`src/rtl/watch_sw_ctrl.sv`:
```
// Central watch/stopwatch control FSM: arbitrates debounced button pulses and drives the
// stopwatch run/clear and watch time-set controls. Define WATCH_SW_CTRL_LAP_EN for lap freeze.
module watch_sw_ctrl #(
    parameter int unsigned SET_TIMEOUT = 5000,
    parameter int unsigned CLR_HOLD    = 2
) (
    input  logic       clk,
    input  logic       rst,
    input  logic       i_tick,
    input  logic       i_btn_run,
    input  logic       i_btn_clear,
    input  logic       i_btn_mode,
    output logic       o_mode,
    output logic       o_sw_run,
    output logic       o_sw_clear,
    output logic [1:0] o_set_field,
    output logic       o_set_inc
`ifdef WATCH_SW_CTRL_LAP_EN
    ,
    output logic       o_lap_freeze
`endif
);

    localparam int unsigned TmoW = $clog2(SET_TIMEOUT + 1);
    localparam int unsigned ClrW = $clog2(CLR_HOLD + 1);

    typedef enum logic [2:0] {
        StWNorm,
        StWSet,
        StSwIdle,
        StSwRun,
        StSwStop
    } state_e;

    state_e            state_q, state_d;
    logic [1:0]        field_q, field_d;
    logic              inc_q, inc_d;
    logic [TmoW-1:0]   tmo_q, tmo_d;
    logic [ClrW-1:0]   clr_cnt_q, clr_cnt_d;
`ifdef WATCH_SW_CTRL_LAP_EN
    logic              lap_q, lap_d;
`endif

    // Only the highest-priority pulse of a cycle is acted on; the rest are dropped.
    logic press_mode, press_clear, press_run;
    assign press_mode  = i_btn_mode;
    assign press_clear = i_btn_clear & ~i_btn_mode;
    assign press_run   = i_btn_run & ~i_btn_clear & ~i_btn_mode;

    always_comb begin
        state_d   = state_q;
        field_d   = field_q;
        inc_d     = 1'b0;
        tmo_d     = '0;
        clr_cnt_d = (clr_cnt_q != '0) ? clr_cnt_q - ClrW'(1) : '0;
`ifdef WATCH_SW_CTRL_LAP_EN
        lap_d     = lap_q;
`endif
        unique case (state_q)
            StWNorm: begin
                if (press_mode) begin
                    state_d = StSwIdle;
                end else if (press_run) begin
                    state_d = StWSet;
                    field_d = 2'd1;
                end
            end
            StWSet: begin
                if (press_mode) begin
                    state_d = StWNorm;
                    field_d = 2'd0;
                end else if (press_clear) begin
                    inc_d = 1'b1;
                end else if (press_run) begin
                    field_d = (field_q == 2'd3) ? 2'd1 : field_q + 2'd1;
                end else if (i_tick) begin
                    // Exits on the tick that completes the count, so the counter never wraps.
                    if (tmo_q >= TmoW'(SET_TIMEOUT - 1)) begin
                        state_d = StWNorm;
                        field_d = 2'd0;
                    end else begin
                        tmo_d = tmo_q + TmoW'(1);
                    end
                end else begin
                    tmo_d = tmo_q;
                end
            end
            StSwIdle: begin
                if (press_mode) begin
                    state_d = StWNorm;
                end else if (press_clear) begin
                    clr_cnt_d = ClrW'(CLR_HOLD);
                end else if (press_run) begin
                    // Clear must never overlap a running counter.
                    state_d   = StSwRun;
                    clr_cnt_d = '0;
                end
            end
            StSwRun: begin
                if (press_mode) begin
                    state_d = StWNorm;
`ifdef WATCH_SW_CTRL_LAP_EN
                end else if (press_clear) begin
                    lap_d = ~lap_q;
`endif
                end else if (press_run) begin
                    state_d = StSwStop;
                end
            end
            StSwStop: begin
                if (press_mode) begin
                    state_d = StWNorm;
                end else if (press_clear) begin
                    state_d   = StSwIdle;
                    clr_cnt_d = ClrW'(CLR_HOLD);
`ifdef WATCH_SW_CTRL_LAP_EN
                    lap_d     = 1'b0;
`endif
                end else if (press_run) begin
                    state_d = StSwRun;
                end
            end
            default: begin
                state_d = StWNorm;
                field_d = 2'd0;
            end
        endcase
`ifdef WATCH_SW_CTRL_LAP_EN
        if (state_d == StWNorm) begin
            lap_d = 1'b0;
        end
`endif
    end

    always_ff @(posedge clk or negedge rst) begin
        if (!rst) begin
            state_q   <= StWNorm;
            field_q   <= 2'd0;
            inc_q     <= 1'b0;
            tmo_q     <= '0;
            clr_cnt_q <= '0;
`ifdef WATCH_SW_CTRL_LAP_EN
            lap_q     <= 1'b0;
`endif
        end else begin
            state_q   <= state_d;
            field_q   <= field_d;
            inc_q     <= inc_d;
            tmo_q     <= tmo_d;
            clr_cnt_q <= clr_cnt_d;
`ifdef WATCH_SW_CTRL_LAP_EN
            lap_q     <= lap_d;
`endif
        end
    end

    assign o_mode      = (state_q == StSwIdle) || (state_q == StSwRun) || (state_q == StSwStop);
    assign o_sw_run    = (state_q == StSwRun);
    assign o_sw_clear  = (clr_cnt_q != '0);
    assign o_set_field = field_q;
    assign o_set_inc   = inc_q;
`ifdef WATCH_SW_CTRL_LAP_EN
    assign o_lap_freeze = lap_q;
`endif

endmodule

```
`config.mk`:
```
export PLATFORM = sky130hd
export DESIGN_NAME = watch_sw_ctrl
export DESIGN_NICKNAME = d
export VERILOG_FILES = /design/src/rtl/watch_sw_ctrl.sv
export SDC_FILE = /design/constraint.sdc
export NUM_CORES = 1
export LEC_CHECK = 0
export ABC_AREA = 1
export BUFFER_PORTS_ARGS = -buffer_cell sky130_fd_sc_hd__buf_4
export CORE_UTILIZATION = 55
export CTS_BUF_LIST = sky130_fd_sc_hd__clkbuf_8
export DETAILED_ROUTE_END_ITERATION = 10
export MAX_ROUTING_LAYER = met4
export PLACE_DENSITY = 0.82
export SLEW_MARGIN = 40
export SYNTH_ARGS = -nofsm -noshare
export SYNTH_HDL_FRONTEND = slang
export SYNTH_SLANG_ARGS = --single-unit
```
`constraint.sdc`:
```
create_clock -name clk -period 1.4 [get_ports clk]
set_input_delay 0.14 -clock clk [delete_from_list [all_inputs] [get_ports clk]]
set_output_delay 0.14 -clock clk [all_outputs]
set_load 0.05 [all_outputs]
```
[Yosys cells after proc, flatten, opt, wreduce, memory -nomap -nowiden]
Index checks and enable logic that the tools add are counted.
Storage, ports and cells
  memories: 0
  memory bits (read-only): 0
  register bits: 21
  output and inout port bits: 6
  bits in writable memories: 0
  input bits: 6
  bits in latches: 0
Cells by class
  $lt $le $gt $ge: 1
  equality and inequality tests: 17
  shift operators: 0
  mux-type cells: 40
  $add $sub $neg: 3
  reductions and logical operators: 7
  bitwise logic cells: 6
  div/mod/pow operators: 0
  $mul: 0
Operators with widths (number)
  13-bit 2-to-1 mux: 6
  3-bit 2-to-1 mux: 14
  2-bit 2-to-1 mux: 14
  3-bit != test (second input constant): 6
  3-bit case mux with 5 select lines: 1
  13-bit by 1-bit adder with 13-bit output (second input constant): 1
  13-bit greater-or-equal comparator (second input constant): 1
  4-bit != test (second input constant): 2
  7-bit AND reduction: 1
  3-bit by 2-bit == test with 1-bit output (second input constant): 2
  2-bit case mux with 3 select lines: 1
  6-bit AND reduction: 1
  5-bit != test (second input constant): 1
  2-bit != test (second input constant): 2
  2-bit case mux with 2 select lines: 1
  1-bit bitwise AND: 3
  3-bit by 1-bit == test with 1-bit output (second input constant): 1
  3-bit == test (second input constant): 1
  3-bit zero test: 1
  1-bit 2-to-1 mux: 3
  3-bit by 2-bit != test with 1-bit output (second input constant): 1
  1-bit NOT: 3
  3-bit OR reduction: 1
  2-bit by 1-bit adder with 2-bit output (second input constant): 1
  4 further kinds: 5

[Longest topological paths before layout]
Gate-level depths: netlist of the first run.
  word-level depth: 7
  gate-level depth with buffers: 10

[Worst setup path after synthesis of the first run]
Ideal clock, no wire load.
  kind: register to register
  from: register state_q[1]
  to: register field_q[0] (netlist: o_set_field[0])
  period minus slack after synthesis: 1.684 ns
  required time: 1.335 ns
  data arrival time: 1.619 ns
  stages on the path, launching flop included: 8
  slack: -0.284 ns
  buffers on the path: 0
  setup time: 0.065 ns
  path through: dfrtp_1 > inv_2 > o21ai_1 > or2_0 > nor2_1 > nand2_1 > nand2_1 > nand2_1
On the way
  word-level cells in the longest chain between the ends: 4
  elaborated cells between the ends (all ways): 14
  those cells by class: eq/ne (9); mux (1); bitwise (1); reduce/logical (3)
RTL lines
  start: declaration: line 35  | state_e state_q, state_d;
  start signal: assignment: line 137  | state_q <= StWNorm;
  start signal: assignment: line 146  | state_q <= state_d;
  3-bit by 2-bit == test with 1-bit output or 3-bit == test (tied branches): line 59  | unique case (state_q)
  3-bit OR reduction (no line)
  1-bit NOT (no line)
  6-bit AND reduction (no line)
  end signal: assignment: line 147  | field_q <= field_d;
  end: declaration: line 36  | logic [1:0] field_q, field_d;
Parallel ways exist; a longest one is shown, timed or not.
A chain may end at the register's enable or synchronous reset.

[Worst setup path after layout of the first run]
  from: register state_q[1]
  to: register tmo_q[7]
On the way
  word-level cells in the longest chain between the ends: 2
  elaborated cells between the ends (all ways): 3
  those cells by class: eq/ne (2); mux (1)
RTL lines
  3-bit by 1-bit == test with 1-bit output (*): line 59
  5-bit != test (no line) or 13-bit 2-to-1 mux (tied branches)
  end signal: assignment: line 149  | tmo_q <= tmo_d;
  end: declaration: line 38  | logic [TmoW-1:0] tmo_q, tmo_d;
Mark *: on every way between the ends. The rest lies on a longest branch, timed or not.

==> summary.txt, run 1 <==
Drt
  – DRT Pass-1 Iters: 4
  – Residual DRC count: 0
  – Via count: 1552
  – DR vias/cell: 5.90
  – Starting DRT DRC Count: 69
  – Antenna violation net count after detailed routing: 0
  – Total Wirelength: 4210 um
  – WL per Instance: 16.0 um

Critical path
  – R2r setup slk: -0.15 ns
  – Reg-to-reg startpoint: state_q[1]
  – CP Max Fanout: 15
  – Setup CP Type: flip-flop to flip-flop
  – Nature of the critical path endpoint: flip-flop
  – CP Launch Type: flip-flop
  – Worst Reg-to-Reg Cells: 7
  – WP data arrival: 1.71 ns
  – Reg-to-Reg End: tmo_q[7]
  – Critical Path RT: 1.55 ns

Clock network
  – Clk slew on worst S/H paths: 0.08 ns
  – Clock Tree Buf Depth: 2
  – Worst skew pair latency: 0.27 ns
  – Clk sinks: 21
  – CTS tree: built
  – Number of CTS-inserted buffers: 3
  – H-tree depth: 1
  – Root Driver: clkbuf_8

STA
  – Setup Viol. Count Final: 18
  – Fin crit period: 1.55 ns
  – Final count of pins violating max slew: 0
  – Worst-Margin Slew: 0.292 ns
  – Hold Slack: 0.242 ns
  – Setup tns final: -1.51 ns
  – Final setup margin: -0.153 ns
  – Final Hold Fails: 0
  – Clk_skew: 0.00279 ns
  – RSZ-0062 raised after global routing: true
  – Slew headroom: 80.5%
  – Tcrit/Tclk final: 111%
  – F_max: 644 MHz

Placement
  – Port bufs: 11
  – Placer Congestion: 0.936
  – Post-Place Setup Slack: -0.0924 ns
  – Number of cells after detailed placement: 250
  – HPWL after detailed placement: 2560 um

Min path
  – Hold EP: o_set_inc
  – Hold crit path type: input pin to flip-flop
  – Hold_sp: i_btn_mode
  – Worst hold stages: 4

Yosys
  – Ys Warns: 0
  – Syn avg cell area: 7.19 um2
  – Post-synth net total: 201
  – Post-synthesis cell area: 1390 um2
  – Sequential area share after synthesis: 37.9%
  – Mapped Cells: 193
  – Synth top area cells: dfrtp_1 (38%), nand2_1 (12%), nor2_1 (6.2%)
  – Post-synth top area share: 37.9%
  – Largest area contributor in the netlist: dfrtp_1
  – Synth cell types: 26
  – #FFs+latches synth: 21

Global routing
  – Vias in the first global route: 1386
  – Gr ovfl total: 0
  – Antenna violations before repair: 0
  – Largest net degree at the start of global routing: 22
  – First-pass GRT wire length: 5940 um
  – GRT Total Usage: 31.3%

Die
  – Placeable Area: 2300 um2
  – Row count: 17
  – Initial Util: 60.4%
  – Die area: 2730 um2
  – DIE WIDTH: 52.2 um
  – I/O pins: 12
  – Die Span Y: 52.2 um

Outcome
  – Failing checks: negative setup slack
  – Status: complete, but fails checks

Power
  – Worst vdd ir: 1.51 mV
  – Power density cells: 1220 nW/um2
  – Total power: 0.00227 W
  – P_leak: 0.916 nW

Cells and area
  – Fill cell count: 131
  – Nets: 244
  – Count of non-filler cells in the finished layout: 263
  – Layout area overhead: 34.2%
  – Antenna diode count: 0
  – Layout cell share with drive strength beyond 1: 37.4%

Job
  – Max Cap Viol: 0
==> logic make-up (layout without fill, tap and decap cells) <==
family,Yosys count,after routing,share of synthesized area (%)
AOI/OAI and AO/OA,29,29,11.5
xor gates and xnor gates,8,8,5.05
adders and majority gates,2,2,1.80
buffers and inverters,26,68,7.12
DFF,21,21,37.9
and+or+nand+nor,107,107,36.6
==> report_power, final <==
part | leakage [nW] | switching [W] | internal (W)
Clock | 0.0255 | 0.000219 | 0.000199
Sequential | 0.284 | 0.0000862 | 0.000670
Combinational | 0.606 | 0.000684 | 0.000407
==> critical path, stage by stage (launching register included) <==
cell     delay [ns]
dfrtp_2        0.47
inv_2          0.10
nand3_1        0.12
nor2_2         0.16
nand2_4        0.16
nand2_1        0.13
xor2_1         0.24
a21oi_2        0.06
==> what timing repair did <==
action / in CTS / in global routing
setup endpoints to repair: 20 / 21
pin swaps: 4 / 6
hold endpoints to repair: 21 / 0
setup buffers: 3 / 5
hold buffers: 1 / 0
cloned: 0 / 0
resized for setup: 15 / 15
==> synth_stat cells, drive strengths merged <==
| library cell | n |
|---|---|
| clkinv | 1 |
| nand2 | 50 |
| nor2 | 28 |
| o21bai | 1 |
| nor3 | 2 |
| dfrtp | 21 |
| or2 | 3 |
| inv | 24 |
| xor2 | 8 |
| o21ai | 13 |
| nand3 | 17 |
| a21oi | 11 |
| nand4 | 7 |
| o211ai | 3 |
| a31oi | 1 |
| buf | 1 |
| ha | 2 |
==> cell type report <==
type | count | area [um2] | share of cell area [%]
Sequential cell | 21 | 529 | 28.4
Multi-Input combinational cell | 146 | 847 | 45.5
Timing Repair Buffer | 39 | 307 | 16.5
Tap cell | 28 | 35.0 | 1.88
Clock buffer | 3 | 41.3 | 2.22
Inverter | 25 | 97.6 | 5.24
Clock inverter | 1 | 5.00 | 0.269
==> worst max-delay path by stage <==
stage,startpoint,endpoint,depth (start not counted)
after floorplan,state_q[1],o_set_field[0],8
after global routing,state_q[1],state_q[0],9
after CTS,tmo_q[1],tmo_q[0],8
after global placement,tmo_q[0],o_set_field[0],9
final,state_q[1],tmo_q[7],7
after detailed placement,tmo_q[0],tmo_q[8],8
==> per-stage QoR <==
step / instance area (um2) / util, %
finish: 1860 / 81.0
CTS: 1780 / 77.5
floorplan: 1400 / -
detailed placement: 1650 / 72.0
global placement: 1650 / 72.0
global route: 1860 / 81.0
==> cell usage in the layout (no fill, tap or decap), types with 2 or more instances in the layout <==
master and instances:
nand2_1 43, buf_4 36, nor2_1 18, dfrtp_1 18, inv_1 16, nand3_1 13, nor2_2 8, inv_2 7
xor2_1 7, a21oi_1 6, nand4_1 6, nand2_2 5, o21ai_0 5, o21ai_1 5, a21oi_2 5, nand3_2 4
o211ai_1 3, clkbuf_8 3, dfrtp_2 3, or2_2 2, o21ai_2 2, nand2_4 2, nor2_4 2, clkinv_2 2
nor3_1 2
==> metal layers <==
| metal | part of all wire, % | GRT usage [%] | up-vias |
|---|---|---|---|
| met4 | 3.6 | 14.0 | 0 |
| met3 | 6.8 | 3.48 | 18 |
| met1 | 42 | 39.0 | 738 |
| met2 | 47 | 51.3 | 83 |
| li1 | - | - | 713 |
| met5 | 0 | - | - |
==> registers in the layout, indices dropped and copies added, names as in the netlist <==
name / cells
state_q: 3
o_set_field: 2
o_set_inc: 1
clr_cnt_q: 2
tmo_q: 13
(Power assumes the default switching activity.)
==> run 2, diff against run 1 <==
clock period = 1.33 ns   (was 1.4 ns; I/O delays follow)
==> run 2 against run 1 <==
  * The flow still finishes with violations (negative setup slack)
  * Sequential share of layout area down 3.1 points
  * First-iteration DRC count up 28%
  * Highest routed layer unchanged
  * Setup slack worse by 0.064 ns
  * Largest cell class unchanged
  * Hold slack better by 0.048 ns
  * Die area unchanged
  * Via count up 6.7%
==> summary.txt, run 2 (same netlist as run 1, synthesis figures left out) <==
STA
  – Slew headroom: 80.5%
  – Final setup margin: -0.217 ns
  – Fin crit period: 1.55 ns
  – F_max: 647 MHz
  – Clk_skew: 0.00246 ns
  – Setup Viol. Count Final: 22
  – Final count of pins violating max slew: 0
  – RSZ-0062 raised after global routing: true
  – Final Hold Fails: 0
  – Worst-Margin Slew: 0.291 ns
  – Tcrit/Tclk final: 116%

Die
  – Initial Util: 60.4%
  – I/O pins: 12
  – DIE WIDTH: 52.2 um
  – Die area: 2730 um2
  – Placeable Area: 2300 um2
  – Die Span Y: 52.2 um
  – Row count: 17

Drt
  – Starting DRT DRC Count: 88
  – Residual DRC count: 0
  – Antenna violation net count after detailed routing: 0
  – WL per Instance: 17.6 um
  – DRT Pass-1 Iters: 5
  – Total Wirelength: 4850 um
  – DR vias/cell: 6.00
  – Via count: 1656

Critical path
  – Nature of the critical path endpoint: flip-flop
  – WP data arrival: 1.75 ns
  – R2r setup slk: -0.22 ns
  – Reg-to-reg startpoint: state_q[2]
  – Worst Reg-to-Reg Cells: 10
  – Critical Path RT: 1.53 ns
  – CP Max Fanout: 5
  – Reg-to-Reg End: state_q[0]
  – CP Launch Type: flip-flop
  – Setup CP Type: flip-flop to flip-flop

Cells and area
  – Antenna diode count: 0
  – Fill cell count: 91
  – Max reg flops: 13
  – Largest Register: tmo_q
  – Top flop regs: tmo_q (13), state_q (3)
  – Most common cell after layout, fill and taps aside: buf_4
  – Count of non-filler cells in the finished layout: 276
  – Most frequent cells in the layout: buf_4 (40), nand2_1 (39), dfrtp_1 (17)
  – Nets: 257
  – Layout area overhead: 50.8%
  – Layout cell share with drive strength beyond 1: 45.6%

Placement
  – Port bufs: 11
  – Post-Place Setup Slack: -0.119 ns
  – Placer Congestion: 0.897
  – Number of cells after detailed placement: 254
  – HPWL after detailed placement: 2740 um

Clock network
  – Clk slew on worst S/H paths: 0.08 ns
  – Worst skew pair latency: 0.26 ns
  – H-tree depth: 1
  – Number of CTS-inserted buffers: 3
  – Root Driver: clkbuf_8
  – CTS tree: built
  – Clk sinks: 21
  – Clock Tree Buf Depth: 2

Global routing
  – Gr ovfl total: 0
  – GRT Total Usage: 34.5%
  – First-pass GRT wire length: 6600 um
  – Antenna violations before repair: 0
  – Largest net degree at the start of global routing: 22
  – Vias in the first global route: 1603

Outcome
  – Failing checks: negative setup slack
  – Status: complete, but fails checks

Power
  – Switching power: 0.00125 W
  – Sequential share of power: 29.1%
  – P_leak: 1.01 nW
  – Clk pwr share: 15.5%
  – Logic gate share of total power: 55.4%
  – Switching portion of total power: 44.7%
  – Worst vdd ir: 1.18 mV
  – Cell-internal power: 0.00154 W
  – Power density cells: 1340 nW/um2

Min path
  – Hold crit path type: input pin to asynchronous set/reset pin

Job
  – Max Cap Viol: 0
==> run 2: cell types whose count changed in the layout (fill, tap and decap cells not counted), sizes merged <==
cell	delta
clkinv	-1
inv	+1
buf	+13
==> run 2: metrics by stage <==
step | util, % | hold slack (ns) | cell area, um2 | power, W | setup TNS [ns]
final | 91.1 | 0.291 | 2090 | 0.00279 | -3.62
after global routing | 91.1 | 0.308 | 2090 | 0.00291 | -4.70
after CTS | 81.7 | 0.231 | 1880 | 0.00236 | -1.55
after detailed placement | 74.0 | 0.0339 | 1700 | 0.00178 | -1.44
after global placement | 74.0 | 0.0255 | 1700 | 0.00175 | -0.556
after floorplan | - | -0.163 | 1410 | 0.00142 | -0.0788
==> run 2: layer usage <==
layer / vias up / part of all wire, % / global-route usage, % / wire length (um)
met4: 0 / 5.2 / 19.3 / 250
li1: 738 / - / - / -
met3: 34 / 6.1 / 4.35 / 297
met5: - / 0 / - / 0
met2: 106 / 52 / 63.5 / 2510
met1: 778 / 37 / 34.9 / 1790
==> run 2: how the worst max path moves through the flow <==
| stage | startpoint | slack, ns | end |
|---|---|---|---|
| after floorplan | state_q[1] | -0.04 | o_set_field[0] |
| final | state_q[2] | -0.22 | state_q[0] |
| after global placement | tmo_q[1] | -0.07 | o_set_field[1] |
| after CTS | state_q[1] | -0.12 | o_set_field[0] |
| after detailed placement | tmo_q[1] | -0.12 | o_set_field[0] |
| after global routing | state_q[2] | -0.28 | state_q[0] |
==> run 2: worst max-delay path, cell delays in order, from the launching register on <==
cell     delay, ns
dfrtp_2       0.46
inv_2         0.11
nand2_2       0.07
nor2_4        0.14
nand3_2       0.11
nor2_4        0.19
buf_6         0.13
nand2_4       0.07
nand2_2       0.09
nand2_1       0.06
nand2_1       0.05
==> run 2: timing repair <==
action	in CTS	in global routing
gates resized for setup	15	44
pin swaps	9	22
setup endpoints to repair	20	22
hold buffers	1	0
hold endpoints to repair	21	0
setup buffers	10	7
==> run 2: layout make-up <==
type / instances / area, um2 / share of cell area, %
multi-input cells: 146 / 943 / 45.1
flip-flops and latches: 21 / 531 / 25.4
repair buffers: 52 / 438 / 20.9
inverters: 25 / 98.8 / 4.72
clock buffers: 3 / 41.3 / 1.97
well taps: 28 / 35.0 / 1.67
clock inverters: 1 / 5.00 / 0.239
==> run 2: power by group through the flow <==
stage          combinational [W]  clock, W  sequential [W]
2_1_floorplan           0.000563         0        0.000862
3_3_place_gp            0.000963         0        0.000785
3_5_place_dp            0.000992         0        0.000786
4_1_cts                  0.00114  0.000436        0.000788
5_1_grt                  0.00163  0.000461        0.000813
6_report                 0.00155  0.000432        0.000813
